[config.mk]
export PLATFORM = sky130hd
export DESIGN_NAME = br_redirect_flat
export DESIGN_NICKNAME = d
export VERILOG_FILES = /design/src/rtl/br_redirect_if.sv /design/src/rtl/br_redirect.sv /design/src/flat_wrapper.sv
export SDC_FILE = /design/constraint.sdc
export NUM_CORES = 1
export LEC_CHECK = 0
export ABC_CLOCK_PERIOD_IN_PS = 3900
export CORE_ASPECT_RATIO = 1.5
export CORE_MARGIN = 4
export CORE_UTILIZATION = 35
export CTS_CLUSTER_DIAMETER = 100
export CTS_CLUSTER_SIZE = 40
export DETAILED_ROUTE_END_ITERATION = 8
export MAX_ROUTING_LAYER = met4
export PLACE_DENSITY = 0.65
export SYNTH_ARGS = -nofsm -noshare
export SYNTH_HDL_FRONTEND = slang
export SYNTH_SLANG_ARGS = --single-unit
[constraint.sdc]
create_clock -name clk -period 3.9 [get_ports clk]
set_clock_uncertainty 0.15 [all_clocks]
set_input_delay 0.39 -clock clk [delete_from_list [all_inputs] [get_ports clk]]
set_output_delay 0.39 -clock clk [all_outputs]
set_load 0.01 [all_outputs]
[src/rtl/br_redirect_if.sv]
// Purpose : bundles the EX0 branch-result inputs, the fetch redirect handshake and
//           the statistics outputs of br_redirect into one port.
// Ports   : resvld_ex0/br_tgt_ex0/mispred_ex0 (EX0 result), redirect_rdy (fetch ready);
//           redirect_vld/redirect_tgt (redirect request), flush_ex1, wrongpath_ex0,
//           br_cnt/mispred_cnt (saturating statistics).
//           slave = br_redirect side, master = pipe/fetch side.
interface br_redirect_if #(
   parameter int unsigned CNT_W = 32
);
   logic              resvld_ex0;
   logic [31:0]       br_tgt_ex0;
   logic              mispred_ex0;
   logic              redirect_rdy;
   logic              redirect_vld;
   logic [31:0]       redirect_tgt;
   logic              flush_ex1;
   logic              wrongpath_ex0;
   logic [CNT_W-1:0]  br_cnt;
   logic [CNT_W-1:0]  mispred_cnt;

   modport slave (
      input  resvld_ex0, br_tgt_ex0, mispred_ex0, redirect_rdy,
      output redirect_vld, redirect_tgt, flush_ex1, wrongpath_ex0, br_cnt, mispred_cnt
   );

   modport master (
      output resvld_ex0, br_tgt_ex0, mispred_ex0, redirect_rdy,
      input  redirect_vld, redirect_tgt, flush_ex1, wrongpath_ex0, br_cnt, mispred_cnt
   );
endinterface

[src/rtl/br_redirect.sv]
// Purpose : registers an EX0 branch mispredict into a held fetch redirect plus a one-cycle
//           EX1 flush, squashes wrong-path results until fetch has drained, counts branches.
// Latency : EX0 mispredict at edge N -> redirect_vld and flush_ex1 during cycle N+1.
// Backpr. : redirect_vld/redirect_tgt held until redirect_rdy is sampled; one redirect
//           outstanding, every EX0 result seen while it is pending or draining is dropped.
// Ports   : clk, reset (sync, active-low), br (br_redirect_if.slave).
module br_redirect #(
   parameter int unsigned DRAIN_CYCLES = 3,
   parameter int unsigned CNT_W        = 32
) (
   input  logic           clk,
   input  logic           reset,
   br_redirect_if.slave   br
);

   typedef enum logic [1:0] {
      IDLE  = 2'd0,
      REQ   = 2'd1,
      DRAIN = 2'd2
   } state_t;

   localparam logic [3:0]       DRAIN_LD = 4'(DRAIN_CYCLES);
   localparam logic [CNT_W-1:0] CNT_ONE  = {{(CNT_W-1){1'b0}}, 1'b1};

   state_t            state_q, state_d;
   logic [3:0]        drain_cnt_q, drain_cnt_d;
   logic [31:0]       tgt_q, tgt_d;
   logic              flush_q, flush_d;
   logic [CNT_W-1:0]  br_cnt_q, br_cnt_d;
   logic [CNT_W-1:0]  mis_cnt_q, mis_cnt_d;

   logic              wrongpath;
   logic              acc_ex0;
   logic              mis_ex0;

   // flush_q only ever rides with the first REQ cycle, so it is already covered by
   // state != IDLE; it is kept in the term so the squash does not depend on that.
   assign wrongpath = (state_q != IDLE) | flush_q;
   assign acc_ex0   = br.resvld_ex0 & ~wrongpath;
   assign mis_ex0   = acc_ex0 & br.mispred_ex0;

   always_comb begin
      state_d     = state_q;
      drain_cnt_d = drain_cnt_q;
      tgt_d       = tgt_q;
      flush_d     = 1'b0;

      unique case (state_q)
         IDLE: begin
            if (mis_ex0) begin
               tgt_d   = br.br_tgt_ex0;
               flush_d = 1'b1;
               state_d = REQ;
            end
         end
         REQ: begin
            if (br.redirect_rdy) begin
               if (DRAIN_LD == 4'd0) begin
                  state_d = IDLE;
               end else begin
                  drain_cnt_d = DRAIN_LD;
                  state_d     = DRAIN;
               end
            end
         end
         DRAIN: begin
            drain_cnt_d = drain_cnt_q - 4'd1;
            // <= 1 rather than == 1 so a corrupted zero count cannot wedge the FSM
            if (drain_cnt_q <= 4'd1) begin
               drain_cnt_d = 4'd0;
               state_d     = IDLE;
            end
         end
         default: begin
            state_d     = IDLE;
            drain_cnt_d = 4'd0;
         end
      endcase
   end

   // Saturating statistics: hold at all-ones
   always_comb begin
      br_cnt_d  = br_cnt_q;
      mis_cnt_d = mis_cnt_q;
      if (acc_ex0 && (br_cnt_q != '1)) begin
         br_cnt_d = br_cnt_q + CNT_ONE;
      end
      if (mis_ex0 && (mis_cnt_q != '1)) begin
         mis_cnt_d = mis_cnt_q + CNT_ONE;
      end
   end

   always_ff @(posedge clk) begin
      if (!reset) begin
         state_q     <= IDLE;
         drain_cnt_q <= 4'd0;
         tgt_q       <= 32'd0;
         flush_q     <= 1'b0;
         br_cnt_q    <= '0;
         mis_cnt_q   <= '0;
      end else begin
         state_q     <= state_d;
         drain_cnt_q <= drain_cnt_d;
         tgt_q       <= tgt_d;
         flush_q     <= flush_d;
         br_cnt_q    <= br_cnt_d;
         mis_cnt_q   <= mis_cnt_d;
      end
   end

   assign br.redirect_vld  = (state_q == REQ);
   assign br.redirect_tgt  = tgt_q;
   assign br.flush_ex1     = flush_q;
   assign br.wrongpath_ex0 = wrongpath;
   assign br.br_cnt        = br_cnt_q;
   assign br.mispred_cnt   = mis_cnt_q;

endmodule

[src/flat_wrapper.sv]
// flat-port wrapper written by rule: the top's interface ports become plain ports
module br_redirect_flat 
#(
   parameter int unsigned DRAIN_CYCLES = 3,
   parameter int unsigned CNT_W        = 32
)
  (clk, reset, br_resvld_ex0, br_br_tgt_ex0, br_mispred_ex0, br_redirect_rdy, br_redirect_vld, br_redirect_tgt, br_flush_ex1, br_wrongpath_ex0, br_br_cnt, br_mispred_cnt);
  br_redirect_if #(.CNT_W(CNT_W)) br_i ();
  input  logic clk;
  input  logic reset;
  input wire logic [$bits(br_i.resvld_ex0)-1:0] br_resvld_ex0;
  input wire logic [$bits(br_i.br_tgt_ex0)-1:0] br_br_tgt_ex0;
  input wire logic [$bits(br_i.mispred_ex0)-1:0] br_mispred_ex0;
  input wire logic [$bits(br_i.redirect_rdy)-1:0] br_redirect_rdy;
  output wire logic [$bits(br_i.redirect_vld)-1:0] br_redirect_vld;
  output wire logic [$bits(br_i.redirect_tgt)-1:0] br_redirect_tgt;
  output wire logic [$bits(br_i.flush_ex1)-1:0] br_flush_ex1;
  output wire logic [$bits(br_i.wrongpath_ex0)-1:0] br_wrongpath_ex0;
  output wire logic [$bits(br_i.br_cnt)-1:0] br_br_cnt;
  output wire logic [$bits(br_i.mispred_cnt)-1:0] br_mispred_cnt;
  assign br_i.resvld_ex0 = br_resvld_ex0;
  assign br_i.br_tgt_ex0 = br_br_tgt_ex0;
  assign br_i.mispred_ex0 = br_mispred_ex0;
  assign br_i.redirect_rdy = br_redirect_rdy;
  assign br_redirect_vld = br_i.redirect_vld;
  assign br_redirect_tgt = br_i.redirect_tgt;
  assign br_flush_ex1 = br_i.flush_ex1;
  assign br_wrongpath_ex0 = br_i.wrongpath_ex0;
  assign br_br_cnt = br_i.br_cnt;
  assign br_mispred_cnt = br_i.mispred_cnt;
  br_redirect #(.DRAIN_CYCLES(DRAIN_CYCLES), .CNT_W(CNT_W)) u_core (.clk(clk), .reset(reset), .br(br_i));
endmodule
==> reports/results.tsv <==
stage	metric	value	unit
pwr	peak supply drop	0.197	mV
floorplan	core area	13500	sq um
clock_network	clock root cell	clkbuf_16	
yosys	Distinct cells, synth	47	
place	GPL Wtd Cong	0.847	
floorplan	chip width	104	um
global_routing	largest net degree at the start of global routing	37	
setup_path	CP max stage delay	0.67	ns
floorplan	die area	15800	sq um
yosys	Post-Syn Instances	597	
finish	antenna cells	0	
place	worst slack at placement	1.04	ns
route	drt pass-1 iters	5	
yosys	register area share after synthesis	42.5	%
yosys	Synth Register Bits	103	
setup_path	startpoint types	flop	
sta	Worst Tran Pin Value	0.848	ns
run	Max Cap Viol	0	
route	drt drc	0	
yosys	synthesized area per cell	8.12	sq um
floorplan	Die Ht	152	um
global_routing	Total GRT Usage	18.6	%
min_path	worst min path class	flop to flop	
place	IO buf count	135	
route	Via-to-Cell Ratio	5.67	
setup_path	CP delay by family, top	simple AND/OR/NAND/NOR gates	
clock_network	Worst-Skew Late Latency	0.34	ns
floorplan	Initial Util	35.8	%
route	final wirelength	14.7	mm
setup_path	crit path kind	flop to flop	
place	Post-DP HPWL	10.7	mm
setup_path	cells along the critical path	ha_1 -> nand4_2 -> or4b_1 -> nor3_4 -> nor4_1 -> mux2i_1	
place	Cell Area, Placed	6340	sq um
finish	fin cells	886	
route	Iter 0 DRT Violations	263	
route	Final ANT Viol Nets	0	
run_status	status	completed	
floorplan	io pins	136	
global_routing	initial antenna violation count	0	
route	routed len/inst	16.6	um
setup_path	CP Max Fanout	24	
setup_path	worst endpoint data arrival time	2.91	ns
setup_path	crit path max-delay cell type	or4b_1	
pwr	LEAKAGE	2.12	nW
sta	Fin Setup TNS	0	ns
finish	layout cell share with drive strength beyond 1	4.97	%
finish	P&R area growth vs syn	36.8	%
clock_network	CTS Buf Count	9	
yosys	Mapped Area	4850	sq um
global_routing	vias in the first global route	4813	
sta	Worst slew margin	42.8	%
clock_network	clock slew at reported path FFs	0.07	ns
sta	Setup WS post-layout	1.06	ns
finish	Post-layout nets	764	
setup_path	required time of the critical path	3.97	ns
clock_network	CTS hold repair buffers	0	
setup_path	crit end category	flop	
clock_network	H-tree depth	3	
sta	Pins Over Slew Limit	0	
yosys	Yosys warnings	0	
global_routing	grt total ovfl	0	
clock_network	CTS tree	yes	
pwr	Pwr Density	394	nW/um^2
route	Vias	5020	
yosys	Net Count, Synth	642	
sta	fmax	352	MHz
sta	RSZ-0062 raised after global routing	false	
sta	Hold WS	0.304	ns
global_routing	first-pass GRT wire length	23.7	mm
clock_network	CTS Sinks	103	
pwr	total power	2.61	mW
clock_network	post-CTS sizing	0	
clock_network	post-CTS setup buffers	0	
finish	design area	6630	sq um
clock_network	clock tree buffer depth	2	
setup_path	WP buf/inv	0	
finish	fin util	49.0	%
sta	final hold vios	0	
sta	final setup violation count	0	
floorplan	Core Rows	52	
sta	period utilisation layout	72.8	%
sta	Min Clock Period, post-route	2.84	ns
place	Post-Place Cells	870	
per-layer routing:
layer  vias up  GRT usage, %  share of wire [%]
met5         -             -                  0
li1       2431             -                  -
met1      2420          19.8                 40
met3        30          3.56                3.8
met4         0          8.11                2.7
met2       139          33.2                 54
registers in the layout, indices dropped and copies added, names as in the netlist:
name and count:
u_core.br.br_cnt 32, u_core.br.flush_ex1 1, u_core.drain_cnt_q 4, u_core.br.redirect_tgt 32, u_core.state_q 2, u_core.br.mispred_cnt 32
cell type report:
cell class	instances	area, sq um
Fill cell	1317	6900
Multi-Input combinational cell	453	2630
Sequential cell	103	2060
Timing Repair Buffer	144	1420
Clock buffer	11	233
Tap cell	162	203
Clock inverter	5	58.8
Inverter	8	30.0
cell families (layout without fill, tap and decap cells):
kind of cell	Yosys count	after routing	synth area share, %
AO/OA/AOI/OAI	155	155	18.0
XOR/XNOR	3	3	0.542
adder cells (fa/ha/maj)	8	8	2.06
buffers and inverters	41	168	3.56
flip-flops	103	103	42.5
multiplexers	9	9	1.86
AND/OR/NAND/NOR	278	278	31.4
cells in the mapped netlist (all sizes together):
master	n	area share (%)
nand4	23	3.2
o31a	3	0.54
and2	4	0.52
ha	8	2.1
nand3	32	3.3
o31ai	18	2.9
nor2b	1	0.13
nor2	15	1.2
o311ai	2	0.36
or3	33	4.3
and4	8	1.4
buf	9	1.1
o21ai	35	3.6
o41ai	3	0.54
clkbuf	24	1.9
o21a	5	0.77
a31oi	3	0.39
nand3b	4	0.62
nor3	8	1.3
a21oi	85	8.8
nor4	9	1.6
or4	16	2.6
nor3b	1	0.15
mux2i	9	1.9
nor4b	1	0.18
and3	7	0.90
xnor2	2	0.36
o211ai	1	0.15
or4b	2	0.41
dfxtp	103	43
nand4b	1	0.31
xor2	1	0.18
and3b	1	0.18
nand2	102	7.9
nand2b	10	1.3
inv	8	0.62
where the power goes:
| group | internal, mW | switching [mW] |
|---|---|---|
| combinational | 0.241 | 0.309 |
| sequential | 1.11 | 0.0471 |
| clock | 0.499 | 0.402 |
worst paths after layout:
kind / start / endpoint / slack (ns) / cells after the start
worst max-delay path: u_core.br.br_cnt[0] / u_core.br.br_cnt[15] / 1.06 / 6
worst min register to register: u_core.br.redirect_tgt[19] / u_core.br.redirect_tgt[19] / 0.30 / 2
worst max register to register: u_core.br.br_cnt[0] / u_core.br.br_cnt[15] / 1.06 / 6
worst min-delay path: u_core.br.redirect_tgt[19] / u_core.br.redirect_tgt[19] / 0.30 / 2
placed cells by master (no fill, tap or decap), drive strengths merged, types with 3 or more instances in the layout:
master           n
a21oi           85
inv              8
and2             4
ha               8
nand2b          10
or3             33
nand3b           4
o31a             3
nand3           32
nand2          102
nor4             9
o41ai            3
o31ai           18
nor3             8
o21ai           35
clkdlybuf4s50  135
or4             16
buf              9
o21a             5
and3             7
clkbuf          11
dfxtp          103
nand4           23
mux2i            9
a31oi            3
and4             8
nor2            15
tightest hold or removal path, stage by stage (launching register included):
cell and delay (ns):
dfxtp_1 0.31, nand2_1 0.05, a21oi_1 0.05
No activity file was read; power rests on OpenSTA's default activity.
==> patch 1: new RTL, same settings <==
Register the output `br.redirect_vld`; this adds one clock of latency there.
--- a/src/rtl/br_redirect.sv
+++ b/src/rtl/br_redirect.sv
@@ -108,7 +108,9 @@
       end
    end
 
-   assign br.redirect_vld  = (state_q == REQ);
+   always_ff @(posedge clk) begin
+      br.redirect_vld <= (state_q == REQ);
+   end
    assign br.redirect_tgt  = tgt_q;
    assign br.flush_ex1     = flush_q;
    assign br.wrongpath_ex0 = wrongpath;
Formal check against the unedited RTL: not equivalent (Yosys sat finds a counterexample within 4 cycles, from zero or initial values and one cycle with reset low).
==> patch 1 against the unedited design <==
  * Routed wire length decreased by 6.4%
  * Cell count down 0.56%
  * Setup slack better by 110 ps
  * Design area up 0.23%
  * Count of clock-buffer cells in the layout is the same
  * Synthesized area about the same
  * Sequential cell count up 1
  * Power is 4.7% higher
  * Critical path depth unchanged
  * Hold slack lost 1.1 ps
  * Largest power group unchanged
==> patch 1: results (changes against the unedited design) <==
| Metric | Value |
|---|---|
| Initial antenna violation count | 0 (unchanged) |
| CP max stage cell | o31ai_4 (was or4b_1) |
| Crit path DAT | 2760 ps (was 2910 ps) |
| Most area-consuming cells after synthesis | dfxtp_1 43%, nand2_1 8.0%, a21oi_1 7.9%, or3_1 4.4%, o21ai_0 3.1% (was dfxtp_1 43%, a21oi_1 8.8%, nand2_1 7.9%, or3_1 4.3%, nand3_1 3.3%) |
| Port buffer count | 135 (unchanged) |
| Number of synthesis warnings | 0 (unchanged) |
| Seq/Total Area, Yosys | 0.430 (was 0.425) |
| Total GRT Usage | 0.175 (was 0.186) |
| Vias/cell | 5.43 (was 5.67) |
| Worst Path Max Fanout | 21 (was 24) |
| TritonCTS buffer count | 9 (unchanged) |
| R2r startpoint | u_core.br.br_cnt[0]$_SDFFE_PN0P_ (unchanged) |
| Vias in the first global route | 4,653 (was 4,813) |
| Int Power | 0.00200 W (was 0.00185 W) |
| Crit start category | flop (unchanged) |
| Max stage delay on crit path | 680 ps |
| Cell family contributing the most delay on the critical path | simple AND/OR/NAND/NOR gates (unchanged) |
| Initial DRC count | 279 (was 263) |
| Top cells by count, synth | 104 x dfxtp_1, 103 x nand2_1, 76 x a21oi_1 (was 103 x dfxtp_1, 102 x nand2_1, 85 x a21oi_1) |
| Post-synth top area share | 0.430 (was 0.425) |
| Gates resized, CTS repair | 0 (unchanged) |
| First-pass GRT wire length | 22.7 mm (was 23.7 mm) |
| Clock latency on the worst-skew pair | 340 ps (about the same) |
| DP Area | 6310 um2 (was 6340 um2) |
| Dpl hpwl | 10.0 mm (was 10.7 mm) |
| Worst-case clock buffer depth | 2 (unchanged) |
| Pleak | 2.12 nW (about the same) |
| Root Driver | clkbuf_16 (unchanged) |
| DRT Pass-1 Iters | 5 (unchanged) |
| Hold Startpoint | u_core.br.redirect_tgt[11]$_SDFFE_PN0P_ (was u_core.br.redirect_tgt[19]$_SDFFE_PN0P_) |
| Outcome | complete, no violations (unchanged) |
| Largest net degree at the start of global routing | 47 (was 37) |
| Asr flop ratio synth | 0 (unchanged) |
| CTS H-tree depth | 3 (unchanged) |
| Post-CTS setup buffers | 0 (unchanged) |
| Reg clk slew, reported paths | 70 ps (about the same) |
| Net Count, Synth | 634 (was 642) |
| GPL Wtd Cong | 0.786 (was 0.847) |
| Post-synthesis cell type count | 56 (was 47) |
| Layout cells sized above 1 | 0.0556 (was 0.0497) |
| Actual slew at the worst max-slew pin | 863 ps (was 848 ps) |
| Class of the worst hold path | reg -> reg (unchanged) |
| Final nets | 759 (was 764) |
| Routed length per placed instance | 15.7 um (was 16.6 um) |
| Diode count | 0 (unchanged) |
| Max VDD drop | 0.293 mV (was 0.197 mV) |
-- patch 1: cell count changes after synthesis, moves of 5 or more --
| cell | unedited run | this run |
|---|---|---|
| clkbuf_1 | 24 | 19 |
| and4_1 | 8 | 2 |
| nor3_1 | 5 | 10 |
| a21oi_1 | 85 | 76 |
| and3_1 | 7 | 2 |
| inv_1 | 7 | 19 |
| a21oi_2 | 0 | 5 |
| nor2_1 | 15 | 21 |
-- patch 1: cell type report --
| cell class | instances | area, um2 |
|---|---|---|
| flip-flops and latches | 104 | 2080 |
| fillers | 1308 | 6890 |
| clock buffers | 11 | 233 |
| well taps | 162 | 203 |
| clock inverters | 5 | 105 |
| inverters | 20 | 75.1 |
| repair buffers | 139 | 1390 |
| multi-input cells | 440 | 2560 |
-- patch 1: power by group through the flow --
stage                     clock network [W]  logic [W]  registers [W]
after floorplan                           0   0.000312        0.00122
after global placement                    0   0.000523        0.00120
after detailed placement                  0   0.000542        0.00121
after CTS                           0.00105   0.000544        0.00118
after global routing                0.00109   0.000598        0.00119
final                               0.00102   0.000537        0.00118
-- patch 1: through the flow --
| stage | instances | util | worst slack, ps | hold WS, ps | total power [W] |
|---|---|---|---|---|---|
| 2_1_floorplan | 589 | - | 1580 | 325 | 0.00153 |
| 3_3_place_gp | 865 | 0.466 | 1210 | 292 | 0.00172 |
| 3_5_place_dp | 865 | 0.466 | 1130 | 296 | 0.00175 |
| 4_1_cts | 881 | 0.491 | 1170 | 305 | 0.00278 |
| 5_1_grt | 881 | 0.491 | 978 | 323 | 0.00288 |
| 6_report | 881 | 0.491 | 1180 | 303 | 0.00273 |
-- patch 1: cells by family after synthesis --
| family | count (synthesis) | share of synthesized area |
|---|---|---|
| flip-flops | 104 | 0.430 |
| adder cells (fa/ha/maj) | 8 | 0.0207 |
| XOR/XNOR | 5 | 0.0106 |
| AND/OR/NAND/NOR | 266 | 0.290 |
| buffers and inverters | 45 | 0.0426 |
| AO/OA/AOI/OAI | 150 | 0.184 |
| multiplexers | 11 | 0.0227 |
-- patch 1: path summary, 6_finish.rpt --
check	endpoint	slack, ps	cells after the start
setup / recovery	u_core.br.br_cnt[14]$_SDFFE_PN0P_	1180	6
setup reg to reg	u_core.br.br_cnt[14]$_SDFFE_PN0P_	1180	6
hold reg to reg	u_core.br.redirect_tgt[11]$_SDFFE_PN0P_	300	2
hold / removal	u_core.br.redirect_tgt[11]$_SDFFE_PN0P_	300	2
-- patch 1: routing by layer --
layer  global-route usage  wire length (um)  vias to the layer above
li1                     -                 -                     2386
met1                0.192              5480                     2244
met2                0.313              7370                      137
met3               0.0289               619                       20
met4               0.0735               331                        0
met5                    -                 0                        -
==> patch 2: new RTL, same settings <==
Without the edit above. `CNT_W` is set to 32 in 3 places; all go to 48.
--- a/src/rtl/br_redirect_if.sv
+++ b/src/rtl/br_redirect_if.sv
@@ -5,7 +5,7 @@
 //           br_cnt/mispred_cnt (saturating statistics).
 //           slave = br_redirect side, master = pipe/fetch side.
 interface br_redirect_if #(
-   parameter int unsigned CNT_W = 32
+   parameter int unsigned CNT_W = 48
 );
    logic              resvld_ex0;
    logic [31:0]       br_tgt_ex0;
--- a/src/rtl/br_redirect.sv
+++ b/src/rtl/br_redirect.sv
@@ -6,7 +6,7 @@
 // Ports   : clk, reset (sync, active-low), br (br_redirect_if.slave).
 module br_redirect #(
    parameter int unsigned DRAIN_CYCLES = 3,
-   parameter int unsigned CNT_W        = 32
+   parameter int unsigned CNT_W        = 48
 ) (
    input  logic           clk,
    input  logic           reset,
--- a/src/flat_wrapper.sv
+++ b/src/flat_wrapper.sv
@@ -2,7 +2,7 @@
 module br_redirect_flat 
 #(
    parameter int unsigned DRAIN_CYCLES = 3,
-   parameter int unsigned CNT_W        = 32
+   parameter int unsigned CNT_W        = 48
 )
   (clk, reset, br_resvld_ex0, br_br_tgt_ex0, br_mispred_ex0, br_redirect_rdy, br_redirect_vld, br_redirect_tgt, br_flush_ex1, br_wrongpath_ex0, br_br_cnt, br_mispred_cnt);
   br_redirect_if #(.CNT_W(CNT_W)) br_i ();
Interface: changed (resized br_br_cnt and br_mispred_cnt); port bits go from 136 to 168. No check against the original RTL was run, so the function may have changed too.
==> patch 2 against the unedited design <==
  * Setup slack worse by 150 ps
  * Sequential cell count up 32
  * Design area up 33%
  * Synthesized area up 32%
  * Routed wire length up 31%
  * Critical path depth unchanged
  * Power up 39%
==> patch 2: results (changes against the unedited design) <==
| Metric | Value |
|---|---|
| Outcome | complete, no violations (unchanged) |
| CTS H-tree depth | 4 (was 3) |
| Compound-cell area share of the yosys netlist | 0.0729 (was 0.180) |
| Comb_multi_in | 612 (was 453) |
| Final nets | 1,002 (was 764) |
| Mux share of post-synthesis cell area | 0.00938 (was 0.0186) |
| Post-Synth Adder-Cell Area | 0.0156 (was 0.0206) |
| Buffer share of cell area | 0.197 (was 0.214) |
| Hold Startpoint | u_core.br.redirect_tgt[18]$_SDFFE_PN0P_ (was u_core.br.redirect_tgt[19]$_SDFFE_PN0P_) |
| Met2 Usage GRT | 0.334 (was 0.332) |
| RR Endpoint | u_core.br.br_cnt[38]$_SDFFE_PN0P_ (was u_core.br.br_cnt[15]$_SDFFE_PN0P_) |
| Total GRT Usage | 0.191 (was 0.186) |
| Actual slew at the worst max-slew pin | 936 ps (was 848 ps) |
| Multi-input gate area | 3490 um2 (was 2630 um2) |
| Layout cells sized above 1 | 0.0588 (was 0.0497) |
| Vias | 6,265 (was 5,020) |
| FILL cells | 1,767 (was 1,317) |
| Most area-consuming cells after synthesis | dfxtp_1 42%, nand2_1 7.0%, nor2_1 6.2%, xnor2_1 5.2%, xor2_1 4.5% (was dfxtp_1 43%, a21oi_1 8.8%, nand2_1 7.9%, or3_1 4.3%, nand3_1 3.3%) |
| Largest net degree at the start of global routing | 73 (was 37) |
| Vias in the first global route | 5,913 (was 4,813) |
| Routed wire length | 19.2 mm (was 14.7 mm) |
| WHS Endpoint | u_core.br.redirect_tgt[18]$_SDFFE_PN0P_ (was u_core.br.redirect_tgt[19]$_SDFFE_PN0P_) |
| Max VDD drop | 0.242 mV (was 0.197 mV) |
| Crit path DAT | 3150 ps (was 2910 ps) |
| Dpl hpwl | 13.7 mm (was 10.7 mm) |
| Xor and xnor area share after synthesis | 0.0971 (was 0.00542) |
| # clk buffers | 17 (was 11) |
| Initial DRC count | 450 (was 263) |
| DRT met1 WL | 7.85 mm (was 5.87 mm) |
| Clock power share | 0.445 (was 0.345) |
| FF-to-FF setup slack | 910 ps (was 1060 ps) |
| Register share of the cell area | 0.306 (was 0.311) |
| Inverters excl. clock | 15 (was 8) |
| Grt met1 use | 0.213 (was 0.198) |
| GPL Wtd Cong | 0.821 (was 0.847) |
| Wire length on met3 | 652 um (was 567 um) |
| Clock-cell share | 0.0661 (was 0.0440) |
| Port buffer count | 167 (was 135) |
| Net Count, Synth | 846 (was 642) |
| Worst Setup EP | u_core.br.br_cnt[38]$_SDFFE_PN0P_ (was u_core.br.br_cnt[15]$_SDFFE_PN0P_) |
## patch 2: critical path, cell delays in order (launching register included)
cell     delay (ps)
dfxtp_1         440
nand4_1         270
nor3_1          840
nor4b_2         770
nand4_1         190
xor2_1          160
nor2_1           50
## patch 2: metrics by stage
stage / hold slack, ps / std cells / worst slack, ps / instance area [um2]
after detailed placement: 296 / 1155 / 989 / 8260
after global routing: 318 / 1187 / 730 / 8840
after global placement: 291 / 1155 / 998 / 8260
after floorplan: 331 / 801 / 1470 / 6410
final: 303 / 1187 / 909 / 8840
after CTS: 305 / 1187 / 984 / 8840
## patch 2: power by group through the flow
stage / clock network [W] / logic [W] / registers, W
floorplan: 0 / 0.000277 / 0.00153
global placement: 0 / 0.000523 / 0.00152
detailed placement: 0 / 0.000527 / 0.00152
CTS: 0.00164 / 0.000530 / 0.00149
global route: 0.00170 / 0.000578 / 0.00150
finish: 0.00161 / 0.000521 / 0.00149
